==> config.mk <==
export PLATFORM = sky130hd
export DESIGN_NAME = trojan_pattern_tx
export DESIGN_NICKNAME = d
export VERILOG_FILES = /design/src/rtl/trojan_pattern_pkg.sv /design/src/rtl/tpg_lfsr.sv /design/src/rtl/trojan_pattern_tx.sv
export SDC_FILE = /design/constraint.sdc
export NUM_CORES = 1
export LEC_CHECK = 0
export ABC_AREA = 1
export CORE_MARGIN = 8
export CORE_UTILIZATION = 28
export CTS_BUF_LIST = sky130_fd_sc_hd__clkbuf_4 sky130_fd_sc_hd__clkbuf_8
export DETAILED_ROUTE_END_ITERATION = 8
export HOLD_SLACK_MARGIN = 0.06
export SLEW_MARGIN = 10
export SYNTH_ARGS = -nofsm -noshare
export SYNTH_HDL_FRONTEND = slang
export SYNTH_SLANG_ARGS = --single-unit
==> constraint.sdc <==
create_clock -name I1470_clk -period 3.7 [get_ports I1470_clk]
set_input_delay 0.74 -clock I1470_clk [delete_from_list [all_inputs] [get_ports I1470_clk]]
set_output_delay 0.74 -clock I1470_clk [all_outputs]
set_load 0.03 [all_outputs]
==> src/rtl/trojan_pattern_pkg.sv <==
// trojan_pattern_pkg: shared FSM state type, default LFSR constants and the Galois step function
package trojan_pattern_pkg;

    typedef enum logic [1:0] {ST_IDLE, ST_RUN, ST_DONE} state_t;

    localparam int MAX_W = 32;
    localparam logic [MAX_W-1:0] DEF_SEED = 32'h1;

    // Maximal-length right-shift Galois masks; widths outside 4..16 must pass POLY explicitly
    function automatic logic [MAX_W-1:0] default_poly(input int w);
        case (w)
            4:       return 32'h000C;
            5:       return 32'h0014;
            6:       return 32'h0030;
            7:       return 32'h0060;
            8:       return 32'h00B8;
            9:       return 32'h0110;
            10:      return 32'h0240;
            11:      return 32'h0500;
            12:      return 32'h0E08;
            13:      return 32'h1C80;
            14:      return 32'h3802;
            15:      return 32'h6000;
            16:      return 32'hD008;
            default: return '0;
        endcase
    endfunction

    function automatic logic [MAX_W-1:0] lfsr_next(input logic [MAX_W-1:0] x, input logic [MAX_W-1:0] poly);
        return x[0] ? ((x >> 1) ^ poly) : (x >> 1);
    endfunction

endpackage

==> src/rtl/tpg_lfsr.sv <==
// tpg_lfsr: Galois LFSR register with load, step enable and all-zero seed substitution
module tpg_lfsr
    import trojan_pattern_pkg::*;
#(
    parameter int               WIDTH = 8,
    parameter logic [WIDTH-1:0] POLY  = WIDTH'(default_poly(WIDTH)),
    parameter logic [WIDTH-1:0] SEED  = WIDTH'(DEF_SEED)
) (
    input  logic             i_clk,
    input  logic             i_rst,
    input  logic             i_load,
    input  logic [WIDTH-1:0] i_seed,
    input  logic             i_step,
    output logic [WIDTH-1:0] o_d
);

    logic [WIDTH-1:0] r_lfsr;

    // o_d is the register's next value, letting the owner mirror it into an output register
    always_comb o_d = i_load ? ((i_seed == '0) ? SEED : i_seed)
                    : i_step ? WIDTH'(lfsr_next(MAX_W'(r_lfsr), MAX_W'(POLY)))
                    : r_lfsr;

    always_ff @(posedge i_clk) begin
        if (i_rst) r_lfsr <= SEED;
        else       r_lfsr <= o_d;
    end

endmodule

==> src/rtl/trojan_pattern_tx.sv <==
// trojan_pattern_tx: burst transmitter of LFSR test vectors over a valid/ready stream
module trojan_pattern_tx
    import trojan_pattern_pkg::*;
#(
    parameter int               WIDTH = 8,
    parameter int               CNT_W = 16,
    parameter logic [WIDTH-1:0] POLY  = WIDTH'(default_poly(WIDTH)),
    parameter logic [WIDTH-1:0] SEED  = WIDTH'(DEF_SEED)
) (
    input  logic             I1470_clk,
    input  logic             I1477_rst,
    input  logic [WIDTH-1:0] cfg_seed_i,
    input  logic [CNT_W-1:0] cfg_count_i,
    input  logic             start_i,
    input  logic             abort_i,
    output logic [WIDTH-1:0] vec_o,
    output logic             vec_valid_o,
    input  logic             vec_ready_i,
    output logic             vec_last_o,
    output logic             busy_o,
    output logic             done_o,
    output logic [CNT_W-1:0] sent_o
);

    state_t           r_state, w_next;
    logic             w_load, w_step;
    logic [WIDTH-1:0] w_lfsr_d, r_vec;
    logic [CNT_W-1:0] r_remaining, r_sent;
    logic             r_valid, r_busy, r_done;

    tpg_lfsr #(.WIDTH(WIDTH), .POLY(POLY), .SEED(SEED)) u_lfsr (
        .i_clk  (I1470_clk),
        .i_rst  (I1477_rst),
        .i_load (w_load),
        .i_seed (cfg_seed_i),
        .i_step (w_step),
        .o_d    (w_lfsr_d)
    );

    always_comb begin
        w_next = r_state;
        w_load = 1'b0;
        w_step = 1'b0;
        case (r_state)
            ST_IDLE: begin
                w_load = start_i & (cfg_count_i != '0);
                if (start_i) w_next = w_load ? ST_RUN : ST_DONE;
            end
            ST_RUN: begin
                w_step = vec_ready_i;
                if (abort_i | (w_step & (r_remaining == CNT_W'(1)))) w_next = ST_DONE;
            end
            default: w_next = ST_IDLE;
        endcase
    end

    // Handshake flags are registered from the next state so every output but last is a flop
    always_ff @(posedge I1470_clk) begin
        if (I1477_rst) begin
            r_state     <= ST_IDLE;
            r_vec       <= '0;
            r_remaining <= '0;
            r_sent      <= '0;
            r_valid     <= 1'b0;
            r_busy      <= 1'b0;
            r_done      <= 1'b0;
        end else begin
            r_state <= w_next;
            r_valid <= (w_next == ST_RUN);
            r_busy  <= (w_next == ST_RUN);
            r_done  <= (w_next == ST_DONE);
            if (w_load | w_step) r_vec <= w_lfsr_d;
            if (r_state == ST_IDLE && start_i) begin
                r_remaining <= cfg_count_i;
                r_sent      <= '0;
            end else if (w_step) begin
                r_remaining <= r_remaining - CNT_W'(1);
                r_sent      <= (&r_sent) ? r_sent : r_sent + CNT_W'(1);
            end
        end
    end

    assign vec_o       = r_vec;
    assign vec_valid_o = r_valid;
    assign vec_last_o  = r_valid & (r_remaining == CNT_W'(1));
    assign busy_o      = r_busy;
    assign done_o      = r_done;
    assign sent_o      = r_sent;

endmodule

==> impl_metrics.py <==
metrics = {
    "outcome": {
        "outcome": "finished clean",
    },
    "cts": {
        "cts_buffers": 5,
        "cts_sinks": 52,
        "cts_max_level": 2,
        "ctsHoldBuffers": 0,
        "cts_tree": "yes",
        "clock_latency_ns": 0.30,
        "cts_resized": 0,
        "cts_root_buffer": "clkbuf_8",
        "cts_buffer_depth": 2,
        "postCtsSetupBuffers": 0,
        "clkTransAtPathRegs_ns": 0.09,
    },
    "worst_setup_path": {
        "critPathArrivalTime_ns": 1.98,
        "path_class": "register to output port",
        "worstSetupStartpointType": "register",
        "required_ns": 2.96,
        "critical_path_peak_fanout": 4,
        "end_kind": "output port",
    },
    "logic_synthesis": {
        "synth_ff_type": "dfxtp_1",
        "post_synth_main_area_contributors": "dfxtp_1 (34%), nand2_1 (20%), nor2_1 (9.5%)",
        "synth_top_area_share_pct": 33.9,
        "synth-edff-count": 0,
        "syn_area_per_cell_sq_um": 6.32,
        "synth-seq-area-share_pct": 33.9,
        "synth_cell_types": 30,
        "async_flop_share_pct": 0,
        "syn_nets": 518,
        "ys_warn_count": 0,
        "syn_area_sq_mm": 0.00307,
        "synth-seq-cells": 52,
        "yosysTopAreaCell": "dfxtp_1",
        "syn_inst": 486,
    },
    "grt": {
        "grt.met2_usage_pct": 20.2,
        "met3_usage_pct": 3.36,
        "grt_pass1_wl_um": 13900,
        "grt_pass1_vias": 3014,
        "antenna_found_initial": 0,
        "grt_overflow_total": 0,
        "track_usage_pct": 11.4,
        "use_met1_pct": 13.4,
        "grt_max_degree": 28,
        "top_usage_layer": "met2",
    },
    "timing": {
        "rsz0062_at_grt": "no",
        "hold_violations": 0,
        "period_share_pct": 73.6,
        "fin_skew_ns": 0.00224,
        "drv_slew": 0,
        "maxClockFrequency_mhz": 367,
        "setup_tns_ns": 0,
        "slew_headroom_pct": 56.5,
        "worst_slew_pin_slew_ns": 0.652,
        "holdWs_ns": 0.526,
        "fin_crit_ns": 2.72,
        "setup_viol": 0,
    },
    "power_and_ir_drop": {
        "power.share.clock_pct": 30.9,
        "seq_power_share_pct": 44.7,
        "finalPower_mw": 1.39,
        "power_switching_mw": 0.424,
        "p_leak_nw": 1.52,
        "sw_frac_of_total_pct": 30.5,
        "p_per_area_mw_per_mm2": 362,
        "p_int_mw": 0.966,
        "combPwrFrac_pct": 24.4,
        "ir_worst_vdd_mv": 0.184,
    },
    "layout": {
        "drive_gt1_share_pct": 6.18,
        "mostFrequentLayoutCells": "nand2_1 (160), nor2_1 (78), clkdlybuf4s50_1 (56), dfxtp_1 (52), inv_1 (38)",
        "multi_input_area_sq_mm": 0.00177,
        "nNetsFinal": 565,
        "fillers": 1149,
        "ff_latch_area_sq_mm": 0.00104,
        "areaGrowthSynthToFinish_pct": 25.0,
        "final_common_cell": "nand2_1",
        "fin_area_sq_mm": 0.00384,
        "antenna_cells": 0,
    },
    "die": {
        "io_pins": 57,
        "die_width_um": 121,
        "row_count": 38,
        "core_area_sq_mm": 0.0108,
        "die_area_sq_mm": 0.0146,
        "initial_utilization_pct": 28.4,
        "dieHeight_um": 121,
    },
    "detailed_routing": {
        "dr.pass1.iters": 4,
        "drt-total-wl_um": 8200,
        "routed_via_density": 4.53,
        "route.detailed.wl_per_inst_um": 12.2,
        "drt_iter0_drc": 159,
        "ant_nets": 0,
        "dr_total_vias": 3056,
        "drc_errors": 0,
    },
    "placed_design": {
        "port_buffers": 56,
        "place_hpwl_um": 6080,
        "place_area_sq_mm": 0.00371,
        "gp_congestion": 0.813,
    },
    "job": {
        "maxCapViolCount": 0,
    },
    "min_path": {
        "hold_path_class": "register to register",
    },
}
==> routing by layer <==
layer,share of wire [%],vias up
li1,-,1629
met1,46,1361
met2,48,62
met3,5.4,4
met4,0.73,0
met5,0,-
==> final timing paths <==
| path | startpoint | to | slack (ns) | depth (start not counted) |
|---|---|---|---|---|
| worst max-delay path | r_remaining[11] | vec_last_o | 0.98 | 5 |
| worst min-delay path | r_remaining[0] | r_remaining[0] | 0.53 | 2 |
| worst max register to register | r_state[0] | sent_o[10] | 1.64 | 8 |
| worst min register to register | r_remaining[0] | r_remaining[0] | 0.53 | 2 |
==> synthesized netlist by cell type (4+ instances only) <==
cell type,instances
nand2_1,160
nor2_1,78
dfxtp_1,52
inv_1,38
nand3_1,31
a21oi_1,27
o21ai_0,21
a21oi_2,11
nand3b_1,8
xnor2_1,8
xor2_1,7
clkbuf_1,6
nand2_2,5
nand4_1,4
==> worst max-delay path, cell delays in order (launching register included) <==
cell and delay, ns:
dfxtp_1 0.35, nor2_1 0.20, nand3_1 0.10, nor2_1 0.19
and3_1 0.18, clkdlybuf4s50_1 0.66
==> per-stage QoR <==
step	setup WS, ns	util [%]	instances
6_report	0.977	35.6	674
5_1_grt	0.860	35.6	674
4_1_cts	0.980	35.6	674
3_5_place_dp	0.897	34.4	666
3_3_place_gp	0.955	34.4	666
2_1_floorplan	1.93	-	486
==> registers in the layout (all words and copies together) (netlist names) <==
register	count
u_lfsr.r_lfsr	8
vec_o	8
r_state	2
busy_o	1
done_o	1
sent_o	16
r_remaining	16
==> cell type report <==
cell class              instances  area share, %
multi-input cells             376           46.2
flip-flops and latches         52           27.1
repair buffers                 57           14.8
well taps                     140           4.56
inverters                      41           4.01
clock buffers                   7           2.51
clock inverters                 1          0.783
==> power groups by stage <==
stage | clock network, mW | registers [mW] | logic (mW)
after global placement | 0 | 0.633 | 0.334
after global routing | 0.464 | 0.626 | 0.388
after detailed placement | 0 | 0.634 | 0.339
final | 0.429 | 0.621 | 0.340
after floorplan | 0 | 0.649 | 0.220
after CTS | 0.441 | 0.621 | 0.341
==> cell families after synthesis <==
logic type	count (synthesis)	share of synthesized area (%)
simple gates	291	39.1
compound gates	67	13.1
buf+inv	58	8.35
flops	52	33.9
xor+xnor	15	4.28
fa+ha+maj	3	1.22
No activity file was read; power rests on OpenSTA's default activity.
